[config.mk]
export PLATFORM = sky130hd
export DESIGN_NAME = pipe_hop_flat
export DESIGN_NICKNAME = d
export VERILOG_FILES = /design/src/rtl/pipe_hop_if.sv /design/src/rtl/pipe_hop.sv /design/src/flat_wrapper.sv
export SDC_FILE = /design/constraint.sdc
export NUM_CORES = 1
export LEC_CHECK = 0
export ABC_AREA = 1
export CORE_AREA = 2 2 46 48
export DETAILED_ROUTE_END_ITERATION = 6
export DIE_AREA = 0 0 48 50
export PLACE_DENSITY = 0.77
export SLEW_MARGIN = 5
export SYNTH_ARGS = -nofsm -noshare
export SYNTH_HDL_FRONTEND = slang
export SYNTH_SLANG_ARGS = --single-unit
export TNS_END_PERCENT = 1
[constraint.sdc]
create_clock -name clk -period 1 [get_ports clk]
set_input_delay 0.15 -clock clk [delete_from_list [all_inputs] [get_ports clk]]
set_output_delay 0.15 -clock clk [all_outputs]
set_load 0.01 [all_outputs]
[src/rtl/pipe_hop_if.sv]
// pipe_hop_if -- stream bundle between a producer, the pipe_hop register
// pipeline and its consumer.
//
// Signals:
//   I        upstream data word
//   I_VALID  upstream word present on I
//   I_READY  pipeline accepts I this cycle
//   O        downstream data word (last pipeline stage)
//   O_VALID  last pipeline stage holds a word
//   O_READY  downstream accepts O this cycle
//   FLUSH    synchronous discard of every held word
//
// Modports:
//   slave  -- the pipeline itself
//   master -- whatever drives the pipeline (producer/consumer pair, bench)
interface pipe_hop_if #(
  parameter int WIDTH = 8
);
  logic [WIDTH-1:0] I;
  logic             I_VALID;
  logic             I_READY;
  logic [WIDTH-1:0] O;
  logic             O_VALID;
  logic             O_READY;
  logic             FLUSH;

  modport slave (
    input  I, I_VALID, O_READY, FLUSH,
    output I_READY, O, O_VALID
  );

  modport master (
    output I, I_VALID, O_READY, FLUSH,
    input  I_READY, O, O_VALID
  );
endinterface

[src/rtl/pipe_hop.sv]
// pipe_hop -- DEPTH-stage valid/ready register pipeline with bubble
// collapsing and a synchronous flush.
//
// Parameters:
//   WIDTH  data bits per word (1..64)
//   DEPTH  register stages between I and O (1..8)
//
// Ports:
//   clk    sole clock, rising edge
//   rst_n  asynchronous active-low reset
//   bus    pipe_hop_if.slave (I/I_VALID/I_READY, O/O_VALID/O_READY, FLUSH)
//   OCC    registered count of valid stages (only with the macro below)
//
// Optional feature:
//   PIPE_HOP_OCCUPANCY_EN  when defined, adds the OCC occupancy counter.
module pipe_hop #(
  parameter int WIDTH = 8,
  parameter int DEPTH = 2
) (
  input  logic                         clk,
  input  logic                         rst_n,
  pipe_hop_if.slave                    bus
`ifdef PIPE_HOP_OCCUPANCY_EN
  ,
  output logic [$clog2(DEPTH+1)-1:0]   OCC
`endif
);

  logic [DEPTH-1:0] r_valid;
  logic [WIDTH-1:0] r_data [DEPTH];

  logic [DEPTH-1:0] w_ready;
  logic             w_chain;
  logic [DEPTH-1:0] w_prevValid;
  logic [WIDTH-1:0] w_prevData [DEPTH];
  logic             w_inXfer;

  // Ready chain, walked from the output back towards the input. A stage can
  // load when it is empty or when its word leaves this cycle, and a valid
  // stage leaves exactly when the stage after it can load. That reduces to
  // ready[k] = !valid[k] | ready[k+1], anchored on O_READY at the last stage.
  always_comb begin
    w_chain = ~r_valid[DEPTH-1] | bus.O_READY;
    w_ready[DEPTH-1] = w_chain;
    for (int k = DEPTH - 2; k >= 0; k--) begin
      w_chain = ~r_valid[k] | w_chain;
      w_ready[k] = w_chain;
    end
  end

  // Reset is folded in so I_READY drops the moment rst_n falls, not at the
  // next edge.
  assign bus.I_READY = rst_n & ~bus.FLUSH & w_ready[0];
  assign w_inXfer    = bus.I_VALID & bus.I_READY;

  // What each stage would load: stage 0 takes the accepted input word,
  // every later stage takes its predecessor.
  always_comb begin
    w_prevValid[0] = w_inXfer;
    w_prevData[0]  = bus.I;
    for (int k = 1; k < DEPTH; k++) begin
      w_prevValid[k] = r_valid[k-1];
      w_prevData[k]  = r_data[k-1];
    end
  end

  // Stage registers. Data only moves along with a valid word, so a stalled
  // last stage keeps O steady and an idle stage keeps its old contents.
  always_ff @(posedge clk or negedge rst_n) begin
    if (!rst_n) begin
      r_valid <= '0;
      for (int k = 0; k < DEPTH; k++) begin
        r_data[k] <= '0;
      end
    end else if (bus.FLUSH) begin
      r_valid <= '0;
    end else begin
      for (int k = 0; k < DEPTH; k++) begin
        if (w_ready[k]) begin
          r_valid[k] <= w_prevValid[k];
          if (w_prevValid[k]) begin
            r_data[k] <= w_prevData[k];
          end
        end
      end
    end
  end

  assign bus.O       = r_data[DEPTH-1];
  assign bus.O_VALID = r_valid[DEPTH-1];

`ifdef PIPE_HOP_OCCUPANCY_EN
  localparam int OccW = $clog2(DEPTH + 1);

  logic [OccW-1:0] r_occ;
  logic            w_outXfer;

  assign w_outXfer = r_valid[DEPTH-1] & bus.O_READY & ~bus.FLUSH;

  // Occupancy tracks accepted words minus delivered words; the ready chain
  // already stops input when full, so the count cannot pass DEPTH.
  always_ff @(posedge clk or negedge rst_n) begin
    if (!rst_n) begin
      r_occ <= '0;
    end else if (bus.FLUSH) begin
      r_occ <= '0;
    end else begin
      r_occ <= r_occ + OccW'(w_inXfer) - OccW'(w_outXfer);
    end
  end

  assign OCC = r_occ;
`endif

endmodule

[src/flat_wrapper.sv]
// flat-port wrapper written by rule: the top's interface ports become plain ports
module pipe_hop_flat 
#(
  parameter int WIDTH = 8,
  parameter int DEPTH = 2
)
  (clk, rst_n, bus_I, bus_I_VALID, bus_O_READY, bus_FLUSH, bus_I_READY, bus_O, bus_O_VALID);
  pipe_hop_if #(.WIDTH(WIDTH)) bus_i ();
  input  logic clk;
  input  logic rst_n;
  input wire logic [$bits(bus_i.I)-1:0] bus_I;
  input wire logic [$bits(bus_i.I_VALID)-1:0] bus_I_VALID;
  input wire logic [$bits(bus_i.O_READY)-1:0] bus_O_READY;
  input wire logic [$bits(bus_i.FLUSH)-1:0] bus_FLUSH;
  output wire logic [$bits(bus_i.I_READY)-1:0] bus_I_READY;
  output wire logic [$bits(bus_i.O)-1:0] bus_O;
  output wire logic [$bits(bus_i.O_VALID)-1:0] bus_O_VALID;
  assign bus_i.I = bus_I;
  assign bus_i.I_VALID = bus_I_VALID;
  assign bus_i.O_READY = bus_O_READY;
  assign bus_i.FLUSH = bus_FLUSH;
  assign bus_I_READY = bus_i.I_READY;
  assign bus_O = bus_i.O;
  assign bus_O_VALID = bus_i.O_VALID;
  pipe_hop #(.WIDTH(WIDTH), .DEPTH(DEPTH)) u_core (.clk(clk), .rst_n(rst_n), .bus(bus_i));
endmodule
# Yosys cells after proc, flatten, opt, wreduce, memory -nomap -nowiden
# Cells that the tools add are included.
[op_classes] mux=3 n_bitwise=8 reduce_logical=4
[ops] operator="3-bit AND reduction" count=2
[ops] operator="2-bit nonzero test" count=2
[ops] operator="1-bit bitwise AND" count=3
[ops] operator="1-bit inverter" count=3
[ops] operator="1-bit 2-to-1 mux" count=2
[ops] operator="2-bit 2-to-1 mux" count=1
[ops] operator="1-bit bitwise OR" count=2
[totals] ff_bits=18 input_bits=13 output_inout_bits=10 word_cells=19

# Depth between registers and ports, before layout
# Gate-level depths: netlist (run 1).
[logic_depth] ltp_word=7 ltp_mapped=5 ltp_nobuf=5

# Least setup slack after synthesis (run 1)
# Ideal clock, no wire load.
[synth_path] path_kind="register to output" startpoint="register u_core.r_valid[1]" endpoint="output port bus_I_READY" t_arrival_ps=885 required_ps=850 setup_slack_ps=-35 path_stages_with_launch=5 path_buffers=1 path_cell_list="dfrtp_1 -> nand3_1 -> buf_2 -> nand2_1 -> inv_1"
[synth_between] elab_chain_len=4
[synth_rtl] item="from (decl)" line="pipe_hop.sv:29" text="logic [DEPTH-1:0] r_valid;"
[synth_rtl] item="from (signal, indexed assignment)" line="pipe_hop.sv:80" text="r_valid[k] <= w_prevValid[k];"
[synth_rtl] item="1-bit inverter" line="pipe_hop.sv:43" text="w_chain = ~r_valid[DEPTH-1] | bus.O_READY;"
[synth_rtl] item="1-bit bitwise OR" line="pipe_hop.sv:43"
[synth_rtl] item="1-bit bitwise OR" line="pipe_hop.sv:46" text="w_chain = ~r_valid[k] | w_chain;"
[synth_rtl] item="1-bit bitwise AND" line="pipe_hop.sv:53" text="assign bus.I_READY = rst_n & ~bus.FLUSH & w_ready[0];"
[synth_rtl] item="to (decl)" line="flat_wrapper.sv:15" text="output wire logic [$bits(bus_i.I_READY)-1:0] bus_I_READY;"
# Every way passes these cells.

# Worst setup path after layout (run 1)
# Ends and elaborated chain as after synthesis.

==> flow_summary.yaml, run 1 <==
cts:
  clk_pin_slew_worst_paths_ns: 0.10
  cts_tree: "built"
  root_buffer: "clkbuf_4"
  postCtsHoldBufs: 0
  htree_levels: 1
  cts_buffers: 3
  cts.path.max_buffers: 2
  clock_latency_ns: 0.29
  clock-sinks: 18
synth:
  async_reset_ff_share_pct: 100
  synth.largest_area_cell: "dfrtp_1"
  synthAdderAreaFrac_pct: 0
  synth-simple-area-share_pct: 33.0
  yosysMostFrequentCell: "nand2_1"
  synth_top_family_by_area: "simple AND/OR/NAND/NOR gates"
  synth_compound_area_share_pct: 1.23
  synth_cell_types: 13
  seq_area_frac_synth_pct: 55.3
  syn_avg_cell_area_um2: 9.15
  synth_area_leaders: "dfrtp_1 (55%), nand2_1 (16%), buf_4 (7.4%)"
  synth_mux_area_share_pct: 0
  yosysTopAreaCellShare_pct: 55.3
  ys_ff_latch: 18
  synth_top_cells_by_count: "nand2_1 (34), dfrtp_1 (18), nand3_1 (9)"
  synth.net_count: 102
  synth_cells: 89
  syn_area_um2: 815
  synth_xor_area_share_pct: 0
  synth_ff_type: "dfrtp_1"
  yosys_warnings: 0
  synth_edf_count: 0
timing:
  fin_ws_ns: -0.148
  relSlewSlack_pct: 85.7
  finClkSkew_ns: 0.00133
  hold_slack_ns: 0.202
  rsz0062_at_grt: "yes"
  tightest_slew_ns: 0.215
  tns_ns: -0.903
  setup_viol: 13
  maxSlewViolCount: 0
  hold_violations: 0
  fmax_mhz: 871
  timing.final.crit_period_ns: 1.15
  fin_crit_sh_pct: 115
route:
  drt_wl_total_um: 1390
  route.detailed.wl_per_inst_um: 9.71
  via_count: 663
  first_iter_violations: 12
  drc_errors: 0
  antenna_left: 0
  vias_per_cell: 4.64
  firstDrtPassIters: 4
status:
  outcome: "finished with violations"
  violations: "setup timing"
worst_setup_path:
  startpoint_type: "register"
  crit_type: "register to output pin"
  arrival_ns: 1.00
  cp-end-kind: "output pin"
  crit_slowest_cell: "dfrtp_1"
  r2r_start: "u_core.r_valid[1]$_DFFE_PN0P_"
  crit_fanout: 2
  required_ns: 0.85
  slowest_delay_ns: 0.41
  crit_chain: "nand3_2 > nand2_1 > inv_1 > buf_2"
  path_buf_inv: 2
  critical_path.top_delay_family: "flip-flops"
  startpoint: "u_core.r_valid[1]$_DFFE_PN0P_"
cells_and_area:
  fin_cells: 143
  finish.instance_area_um2: 1080
  fill_cells: 179
  diodes: 0
  area_growth_pct: 32.1
  layout-drive-gt1-share_pct: 25.9
  fin_nets: 130
  multi_input_area_um2: 284
  seq_area_um2: 450
placed_design:
  globalplace.congestion: 0.750
  dpl_cell_area_um2: 1070
  dp.cells: 138
  io_buffer_count: 22
  dp_hpwl_um: 1100
job:
  cap_violations: 0
global_routing:
  grt_pass1_wl_um: 2330
  grt_util_all_layers_pct: 13.3
  grt_pass1_vias: 559
  antenna_found_initial: 0
  overflow: 0
  grt_start_max_net_pins: 19
floorplanning:
  io-pin-count: 23
  core_um2: 1900
  start_util_pct: 42.8
  rows: 16
  die_h_um: 50
  die_x_um: 48
  fp.dieArea_um2: 2400
power_and_ir_drop:
  power_density_nw_per_um2: 1620
  power.leakage_uw: 0.000570
  irDropWorstVdd_uv: 665
min_path:
  hp-class: "input port to asynchronous set/reset pin"
==> cell families after synthesis <==
family	count (synthesis)
simple gates	55
flops	18
buf+inv	14
compound gates	2
==> report_power, final <==
part / internal (uW) / switching (uW) / total (uW) / leakage, uW
clock: 222 / 215 / 437 / 0.0000210
sequential: 861 / 67.3 / 928 / 0.000230
combinational: 185 / 188 / 373 / 0.000319
total: 1270 / 470 / 1740 / 0.000570
==> state kept, by name, indices dropped and copies added, names as in the netlist <==
signal and cells:
u_core.r_valid 2, u_core.bus.O 8, u_core.r_data 8
==> routing by layer <==
metal | vias up | part of all wire [%] | wire (um) | global-route usage (%)
li1 | 340 | - | - | -
met3 | 3 | 4.2 | 59 | 1.10
met5 | - | 0 | 0 | 0
met2 | 21 | 49 | 687 | 20.9
met1 | 299 | 45 | 622 | 17.7
met4 | 0 | 1.5 | 21 | 6.76
==> layout by cell type, fill, tap and decap left out, types with 2 or more instances in the layout <==
cell type,Yosys,layout
nand2_1,34,34
buf_2,1,10
nor2_4,2,2
nand3_1,9,8
nand4_1,8,8
buf_4,8,10
clkbuf_4,0,3
clkdlybuf4s50_1,0,12
dfrtp_1,18,18
inv_1,4,4
==> timing repair <==
item / 4_1_cts / 5_1_grt
endpoints found under the setup margin: 19 / 22
buffers inserted: 1 / 0
gates resized for setup: 42 / 0
pin swaps: 2 / 2
==> final timing paths <==
check / endpoint / slack (ns) / depth (start not counted)
hold reg to reg: u_core.bus.O[4]$_DFFE_PN0P_ / 0.47 / 2
setup / recovery: bus_I_READY / -0.15 / 4
max in group asynchronous: u_core.bus.O[0]$_DFFE_PN0P_ / 0.61 / 2
hold / removal: u_core.r_valid[1]$_DFFE_PN0P_ / 0.20 / 2
setup reg to reg: u_core.r_data[15]$_DFFE_PN0P_ / -0.08 / 6
min in group clk: u_core.r_data[11]$_DFFE_PN0P_ / 0.41 / 3
==> through the flow <==
stage | worst slack, ns | power [uW] | utilization, %
after floorplan | -0.00463 | 1220 | -
after global placement | -0.557 | 1390 | 56.4
after detailed placement | -0.546 | 1400 | 56.4
after CTS | -0.151 | 1760 | 56.6
after global routing | -0.211 | 1840 | 56.6
final | -0.148 | 1740 | 56.6
==> final cells by class <==
type                            instances  share of cell area (%)
Tap cell                               27                    3.14
Sequential cell                        18                    41.9
Multi-Input combinational cell         57                    26.4
Timing Repair Buffer                   33                    23.8
Inverter                                4                    1.40
Clock buffer                            4                    3.37
==> worst reg2reg max path, cell delays in order, from the launching register on <==
cell     delay [ns]
dfrtp_1        0.41
nand3_2        0.09
buf_4          0.11
buf_6          0.12
nand3_4        0.11
nand2_1        0.09
nand2_1        0.05
No activity file was read; power rests on OpenSTA's default activity.
==> inputs of run 2 (changes only) <==
- GPL_ROUTABILITY_DRIVEN: not set -> 0
==> results of run 2 <==
No change in the layout: final DEF, timing and power equal those of run 1.
